## src/rtl/regfile_pkg.sv

```systemverilog
// Shared constants and packed-port slicing helpers for the regfile_sb register file.
package regfile_pkg;

    localparam int DEF_ADDR_WIDTH = 5;
    localparam int DEF_DATA_WIDTH = 32;
    localparam int MAX_NUM_RD     = 4;
    localparam int NREG           = 2 ** DEF_ADDR_WIDTH;

    // Number of entries held by a file with the given index width.
    function automatic int num_regs(input int addr_width);
        return 1 << addr_width;
    endfunction

    // LSB of field idx in a packed vector of fields that are width bits wide.
    function automatic int port_lsb(input int idx, input int width);
        return idx * width;
    endfunction

endpackage

```

## src/rtl/regfile_sb_rd_port.sv

```systemverilog
// One read port: the x0 guard, the same-cycle writeback bypass, the array mux and the busy lookup.
module rf_read_port
    import regfile_pkg::*;
#(
    parameter int ADDR_WIDTH = DEF_ADDR_WIDTH,
    parameter int DATA_WIDTH = DEF_DATA_WIDTH,
    parameter int NUM_REGS   = 2 ** ADDR_WIDTH
) (
    input  logic [ADDR_WIDTH-1:0]                raddr,
    input  logic                                 wen,
    input  logic [ADDR_WIDTH-1:0]                waddr,
    input  logic [DATA_WIDTH-1:0]                wdata,
    input  logic [NUM_REGS-1:0][DATA_WIDTH-1:0]  rf,
    input  logic [NUM_REGS-1:0]                  busy,
    output logic [DATA_WIDTH-1:0]                rdata,
    output logic                                 rbusy
);

    // A writeback to the register being read wins over the array and also retires its busy bit.
    always_comb begin
        rdata = '0;
        rbusy = 1'b0;
        if (raddr == '0) begin
            rdata = '0;
            rbusy = 1'b0;
        end else if (wen && (waddr == raddr)) begin
            rdata = wdata;
            rbusy = 1'b0;
        end else begin
            rdata = rf[raddr];
            rbusy = busy[raddr];
        end
    end

endmodule

```

## src/rtl/regfile_sb.sv

```systemverilog
// Integer register file with NUM_RD bypassed read ports, one write port and a pending-writeback scoreboard.
module regfile_sb
    import regfile_pkg::*;
#(
    parameter int ADDR_WIDTH = DEF_ADDR_WIDTH,
    parameter int DATA_WIDTH = DEF_DATA_WIDTH,
    parameter int NUM_RD     = 2
) (
    input  logic                         clk,
    input  logic                         rst,
    input  logic                         wen,
    input  logic [ADDR_WIDTH-1:0]        waddr,
    input  logic [DATA_WIDTH-1:0]        wdata,
    input  logic [NUM_RD*ADDR_WIDTH-1:0] raddr,
    output logic [NUM_RD*DATA_WIDTH-1:0] rdata,
    output logic [NUM_RD-1:0]            rbusy,
    input  logic                         issue_valid,
    input  logic [ADDR_WIDTH-1:0]        issue_rd,
    input  logic                         flush,
    output logic [ADDR_WIDTH:0]          pending_cnt
);

    localparam int NUM_REGS = num_regs(ADDR_WIDTH);

    logic [NUM_REGS-1:0][DATA_WIDTH-1:0] rf_q, rf_d;
    logic [NUM_REGS-1:0]                 busy_q, busy_d;
    logic [ADDR_WIDTH:0]                 pending_cnt_q, pending_cnt_d;

    logic wr_hit;
    logic iss_hit;
    logic cnt_inc;
    logic cnt_dec;

    // Writes and issues to x0 are dropped up front so x0 never holds data or a busy bit.
    always_comb begin
        wr_hit  = wen && (waddr != '0);
        iss_hit = issue_valid && (issue_rd != '0);
        // A set only counts on a clear bit; a clear only counts on a set bit that is not re-set this cycle.
        cnt_inc = iss_hit && !busy_q[issue_rd];
        cnt_dec = wr_hit && busy_q[waddr] && !(iss_hit && (issue_rd == waddr));
    end

    // Next-state for the array, scoreboard and pending counter.
    always_comb begin
        rf_d          = rf_q;
        busy_d        = busy_q;
        pending_cnt_d = pending_cnt_q;
        if (rst) begin
            rf_d          = '0;
            busy_d        = '0;
            pending_cnt_d = '0;
        end else begin
            if (wr_hit) begin
                rf_d[waddr] = wdata;
            end
            if (flush) begin
                busy_d        = '0;
                pending_cnt_d = iss_hit ? (ADDR_WIDTH+1)'(1) : '0;
            end else begin
                if (wr_hit) begin
                    busy_d[waddr] = 1'b0;
                end
                pending_cnt_d = pending_cnt_q + (ADDR_WIDTH+1)'(cnt_inc)
                                              - (ADDR_WIDTH+1)'(cnt_dec);
            end
            // Issue is applied last: the younger instruction owns the register.
            if (iss_hit) begin
                busy_d[issue_rd] = 1'b1;
            end
        end
    end

    // State registers.
    always_ff @(posedge clk) begin
        rf_q          <= rf_d;
        busy_q        <= busy_d;
        pending_cnt_q <= pending_cnt_d;
    end

    assign pending_cnt = pending_cnt_q;

    for (genvar i = 0; i < NUM_RD; i++) begin : g_rd
        rf_read_port #(
            .ADDR_WIDTH (ADDR_WIDTH),
            .DATA_WIDTH (DATA_WIDTH),
            .NUM_REGS   (NUM_REGS)
        ) u_rd (
            .raddr (raddr[port_lsb(i, ADDR_WIDTH) +: ADDR_WIDTH]),
            .wen   (wen),
            .waddr (waddr),
            .wdata (wdata),
            .rf    (rf_q),
            .busy  (busy_q),
            .rdata (rdata[port_lsb(i, DATA_WIDTH) +: DATA_WIDTH]),
            .rbusy (rbusy[i])
        );
    end

endmodule

```

## config.mk

```make
export PLATFORM = sky130hd
export DESIGN_NAME = regfile_sb
export DESIGN_NICKNAME = d
export VERILOG_FILES = /design/src/rtl/regfile_pkg.sv /design/src/rtl/regfile_sb_rd_port.sv /design/src/rtl/regfile_sb.sv
export SDC_FILE = /design/constraint.sdc
export NUM_CORES = 2
export LEC_CHECK = 0
export BUFFER_PORTS_ARGS = -buffer_cell sky130_fd_sc_hd__buf_4
export CAP_MARGIN = 5
export CORE_ASPECT_RATIO = 0.9
export CORE_MARGIN = 5
export CORE_UTILIZATION = 40
export CTS_CLUSTER_SIZE = 28
export DETAILED_ROUTE_END_ITERATION = 7
export SKIP_LAST_GASP = 1
export SLEW_MARGIN = 20
export SYNTH_ARGS = -nofsm -noshare
export SYNTH_HDL_FRONTEND = slang
export SYNTH_SLANG_ARGS = --single-unit
```

## constraint.sdc

```tcl
create_clock -name clk -period 7.1 [get_ports clk]
set_clock_uncertainty 0.15 [all_clocks]
set_input_delay 1.065 -clock clk [delete_from_list [all_inputs] [get_ports clk]]
set_output_delay 1.065 -clock clk [all_outputs]
set_load 0.01 [all_outputs]
```

==> impl_metrics.xml <==
<?xml version="1.0" encoding="UTF-8"?>
<metrics>
  <group name="synth">
    <metric name="synth_area_per_cell" unit="µm²">8.520</metric>
    <metric name="synth_edf_count" unit="">0</metric>
    <metric name="postSynth.asyncResetShare" unit="%">0</metric>
    <metric name="postSynthCellCount" unit="">6507</metric>
    <metric name="synth_top_area_share" unit="%">38.35</metric>
    <metric name="synthesis.nets" unit="">6571</metric>
    <metric name="yosysUniqueCellTypes" unit="">74</metric>
    <metric name="synthTopCellsByArea" unit="">sky130_fd_sc_hd__dfxtp_1 (38%), sky130_fd_sc_hd__nand2_1 (14%), sky130_fd_sc_hd__mux4_2 (14%)</metric>
    <metric name="synth_seq_cells" unit="">1062</metric>
    <metric name="cell_type_with_the_highest_aggregate_area_in_the_netlist" unit="">sky130_fd_sc_hd__dfxtp_1</metric>
    <metric name="combined_area_of_all_synthesized_cells" unit="µm²">55440</metric>
    <metric name="yosys_warnings" unit="">0</metric>
    <metric name="postSynth.topFlopCell" unit="">sky130_fd_sc_hd__dfxtp_1</metric>
    <metric name="sequential_element_share_of_the_synthesized_area" unit="%">38.35</metric>
  </group>
  <group name="power">
    <metric name="max-vdd-ir-drop" unit="mV">0.1890</metric>
    <metric name="cellPowerDensity" unit="nW/µm²">222.0</metric>
    <metric name="p_total" unit="W">0.01356</metric>
    <metric name="power_leakage" unit="nW">20.39</metric>
  </group>
  <group name="critical_path">
    <metric name="worst_path_most_repeated_cell" unit="">sky130_fd_sc_hd__buf_4</metric>
    <metric name="cell_depth_of_the_worst_flop_to_flop_path" unit="">13</metric>
    <metric name="crit_family" unit="">simple AND/OR/NAND/NOR gates</metric>
    <metric name="worst_r2r_endpoint" unit="">pending_cnt[4]</metric>
    <metric name="critical_path.startpoint_type" unit="">input pin</metric>
    <metric name="end_kind" unit="">primary output</metric>
    <metric name="path_class" unit="">in2out</metric>
    <metric name="worst_path_largest_cell_delay" unit="ns">0.74</metric>
    <metric name="reg2reg_from" unit="">busy_q[23]</metric>
    <metric name="worst-path-buf-inv" unit="">3</metric>
    <metric name="r2r_slack" unit="ns">3.68</metric>
    <metric name="timing.critical_path.fanout_max" unit="">43</metric>
    <metric name="cp_data_required_time" unit="ns">5.88</metric>
    <metric name="arrival" unit="ns">4.25</metric>
    <metric name="slowest_stage" unit="">sky130_fd_sc_hd__or3_4</metric>
    <metric name="path_cells" unit="">buf_4, or3_4, nor3_2, a31o_2, buf_4, a21oi_1, a32o_1, buf_4</metric>
  </group>
  <group name="timing">
    <metric name="tightest_slew" unit="ns">1.175</metric>
    <metric name="fin_ws" unit="ns">1.637</metric>
    <metric name="fin_tns_setup" unit="ns">0</metric>
    <metric name="timing_hold_violations_final" unit="">0</metric>
    <metric name="report.final.setup_viol" unit="">0</metric>
    <metric name="timing.final.max_slew_violations" unit="">0</metric>
    <metric name="max-slew-margin-rel" unit="%">21.39</metric>
    <metric name="period_minus_slack" unit="ns">5.463</metric>
    <metric name="min_period_over_period" unit="%">76.94</metric>
    <metric name="max_freq" unit="MHz">183.1</metric>
    <metric name="rsz0062_at_grt" unit="">false</metric>
  </group>
  <group name="grt">
    <metric name="grt_overflow" unit="">0</metric>
    <metric name="largest_net_degree_at_the_start_of_global_routing" unit="">214</metric>
    <metric name="first_global_vias" unit="">47808</metric>
    <metric name="track_usage" unit="%">31.10</metric>
    <metric name="grt_pass1_wl" unit="µm">341300</metric>
    <metric name="initial_antenna_violation_count" unit="">12</metric>
  </group>
  <group name="floorplanning">
    <metric name="die_area" unit="µm²">146200</metric>
    <metric name="floorplan.core_area" unit="µm²">137500</metric>
    <metric name="die_height" unit="µm">363.2</metric>
    <metric name="start_util" unit="%">40.32</metric>
    <metric name="placement_rows" unit="">129</metric>
    <metric name="die_width" unit="µm">402.4</metric>
    <metric name="num_io_pins" unit="">129</metric>
  </group>
  <group name="drt">
    <metric name="postRouteAntennaNets" unit="">0</metric>
    <metric name="route.detailed.drc" unit="">0</metric>
    <metric name="drt_first_pass_iters" unit="">6</metric>
    <metric name="postRouteWirelength" unit="µm">236900</metric>
    <metric name="detailroute.via_count" unit="">51760</metric>
    <metric name="detail_route.iter0.violations" unit="">7714</metric>
    <metric name="avgRoutedWirePerCell" unit="µm">29.16</metric>
    <metric name="vias_per_cell" unit="">6.372</metric>
  </group>
  <group name="clock_network">
    <metric name="clk_pin_slew" unit="ns">0.06</metric>
    <metric name="cts_max_path_buffers" unit="">3</metric>
    <metric name="clock_latency" unit="ns">0.72</metric>
    <metric name="setup_fix_buffers_added_after_clock_tree_synthesis" unit="">0</metric>
    <metric name="ctsHoldBuffers" unit="">0</metric>
    <metric name="cts_resized" unit="">0</metric>
    <metric name="cts_max_level" unit="">3</metric>
    <metric name="tritoncts_num_sinks" unit="">1062</metric>
    <metric name="ctsRootBufferMaster" unit="">sky130_fd_sc_hd__clkbuf_16</metric>
    <metric name="cts_tree" unit="">yes</metric>
    <metric name="tritoncts.num_buffers" unit="">117</metric>
  </group>
  <group name="run">
    <metric name="cap_viol_max_count" unit="">0</metric>
  </group>
  <group name="cells_and_area">
    <metric name="final_net_count" unit="">6259</metric>
    <metric name="fillerInstances" unit="">13329</metric>
    <metric name="fin_area" unit="µm²">61100</metric>
    <metric name="area_of_combinational_cells_with_multiple_inputs" unit="µm²">31480</metric>
    <metric name="post_route_cells_drive_above_1_share" unit="%">13.94</metric>
    <metric name="seq_area" unit="µm²">21260</metric>
    <metric name="area_growth_syn_to_layout" unit="%">10.21</metric>
    <metric name="final_core_utilization" unit="%">44.43</metric>
  </group>
  <group name="placement">
    <metric name="io_buffer_count" unit="">128</metric>
    <metric name="worst_setup_slack_before_clock_tree_synthesis" unit="ns">1.851</metric>
    <metric name="dpl.hpwl" unit="µm">136000</metric>
    <metric name="detailed_place.area" unit="µm²">57260</metric>
    <metric name="finalWeightedCongestion" unit="">0.8909</metric>
  </group>
  <group name="min_path">
    <metric name="hold_path_start" unit="">rf_q[963]</metric>
    <metric name="min_path_type" unit="">reg2reg</metric>
    <metric name="hold-path-cell-count" unit="">2</metric>
    <metric name="hold_path_end" unit="">rf_q[963]</metric>
  </group>
  <group name="status">
    <metric name="status" unit="">finished, final reports clean</metric>
  </group>
</metrics>
[synthesized netlist by cell type, types with 9 or more instances]
cell / count
sky130_fd_sc_hd__o21bai_1: 32
sky130_fd_sc_hd__nor3_1: 53
sky130_fd_sc_hd__a32o_1: 59
sky130_fd_sc_hd__a21oi_1: 1039
sky130_fd_sc_hd__buf_2: 114
sky130_fd_sc_hd__clkbuf_1: 497
sky130_fd_sc_hd__mux4_2: 352
sky130_fd_sc_hd__o221ai_1: 33
sky130_fd_sc_hd__buf_4: 23
sky130_fd_sc_hd__mux2i_1: 450
sky130_fd_sc_hd__a22oi_1: 21
sky130_fd_sc_hd__nor2b_1: 38
sky130_fd_sc_hd__a211oi_1: 18
sky130_fd_sc_hd__nand2_1: 2120
sky130_fd_sc_hd__xor2_1: 9
sky130_fd_sc_hd__inv_1: 10
sky130_fd_sc_hd__a221oi_1: 42
sky130_fd_sc_hd__nor2_1: 98
sky130_fd_sc_hd__dfxtp_1: 1062
sky130_fd_sc_hd__a22o_1: 19
sky130_fd_sc_hd__buf_6: 17
sky130_fd_sc_hd__o2111ai_1: 9
sky130_fd_sc_hd__o21ai_0: 51
sky130_fd_sc_hd__xnor2_1: 10
sky130_fd_sc_hd__nand3_1: 36
sky130_fd_sc_hd__o22ai_1: 119
sky130_fd_sc_hd__a31oi_1: 13
sky130_fd_sc_hd__buf_1: 19
sky130_fd_sc_hd__and2_1: 18
[layout make-up]
| cell class | count | share of cell area, % |
|---|---|---|
| Tap cell | 1834 | 3.755 |
| Timing Repair Buffer | 253 | 3.563 |
| Inverter | 12 | 0.07372 |
| Clock inverter | 27 | 0.4771 |
| Clock buffer | 180 | 5.793 |
| Antenna cell | 6 | 0.02457 |
| Multi-Input combinational cell | 4749 | 51.52 |
| Sequential cell | 1062 | 34.79 |
[tightest hold or removal path: stages, from the launching register on]
cell and delay (ns):
sky130_fd_sc_hd__dfxtp_1 0.31, sky130_fd_sc_hd__nand2_1 0.05, sky130_fd_sc_hd__a21oi_1 0.05
[cell usage in the layout (no fill, tap or decap), drive strengths merged, types with 9 or more instances in the layout]
cell type	synthesis	layout
a211oi	18	18
a21oi	1039	1039
a221oi	43	43
a22o	19	19
a22oi	21	21
a31oi	13	13
a32o	59	59
and2	18	18
buf	185	253
clkbuf	499	180
clkinv	1	20
dfxtp	1062	1062
inv	11	12
mux2i	450	450
mux4	357	357
nand2	2120	2120
nand3	36	36
nor2	98	98
nor2b	38	38
nor3	54	54
o2111ai	9	9
o21ai	53	53
o21bai	32	32
o221ai	33	33
o22ai	119	119
xnor2	10	10
xor2	9	9
[routing by layer]
| layer | global-route usage, % | share of wire [%] | up-vias |
|---|---|---|---|
| li1 | - | - | 22184 |
| met1 | 43.32 | 39 | 25129 |
| met2 | 44.84 | 42 | 3684 |
| met3 | 8.048 | 13 | 755 |
| met4 | 15.21 | 5.4 | 8 |
| met5 | 0 | 0.023 | - |
[worst max-delay path by stage]
stage / from / to / slack, ns / cells after the start
2_1_floorplan: waddr[0] / pending_cnt[4] / 2.91 / 15
4_1_cts: raddr[1] / rdata[26] / 1.85 / 7
3_3_place_gp: raddr[1] / rdata[26] / 1.85 / 7
3_5_place_dp: raddr[1] / rdata[26] / 1.85 / 7
5_1_grt: raddr[8] / rdata[45] / 1.70 / 8
6_report: raddr[8] / rdata[45] / 1.64 / 8
[logic make-up after synthesis]
family                     share of synthesized area [%]
buffers and inverters                              5.649
muxes                                              22.76
DFF                                                38.35
xor gates and xnor gates                          0.3002
and+or+nand+nor                                    17.10
adders and majority gates                         0.1715
AOI/OAI and AO/OA                                  15.67
[through the flow]
step / hold WS, ns / instances
floorplan: 0.2914 / 6507
global placement: 0.2992 / 7908
detailed placement: 0.3072 / 7910
CTS: 0.3158 / 8117
global route: 0.3300 / 8119
finish: 0.3158 / 8123
[report_power, final]
part	internal (W)	switching, W
logic	0.000393	0.000915
registers	0.00600	0.0000334
clock network	0.00361	0.00261
[flip-flops by register name, indices dropped and copies added (netlist names)]
register,cells
rf_q,1024
busy_q,32
pending_cnt,6
Power figures use the tool's default switching activity.
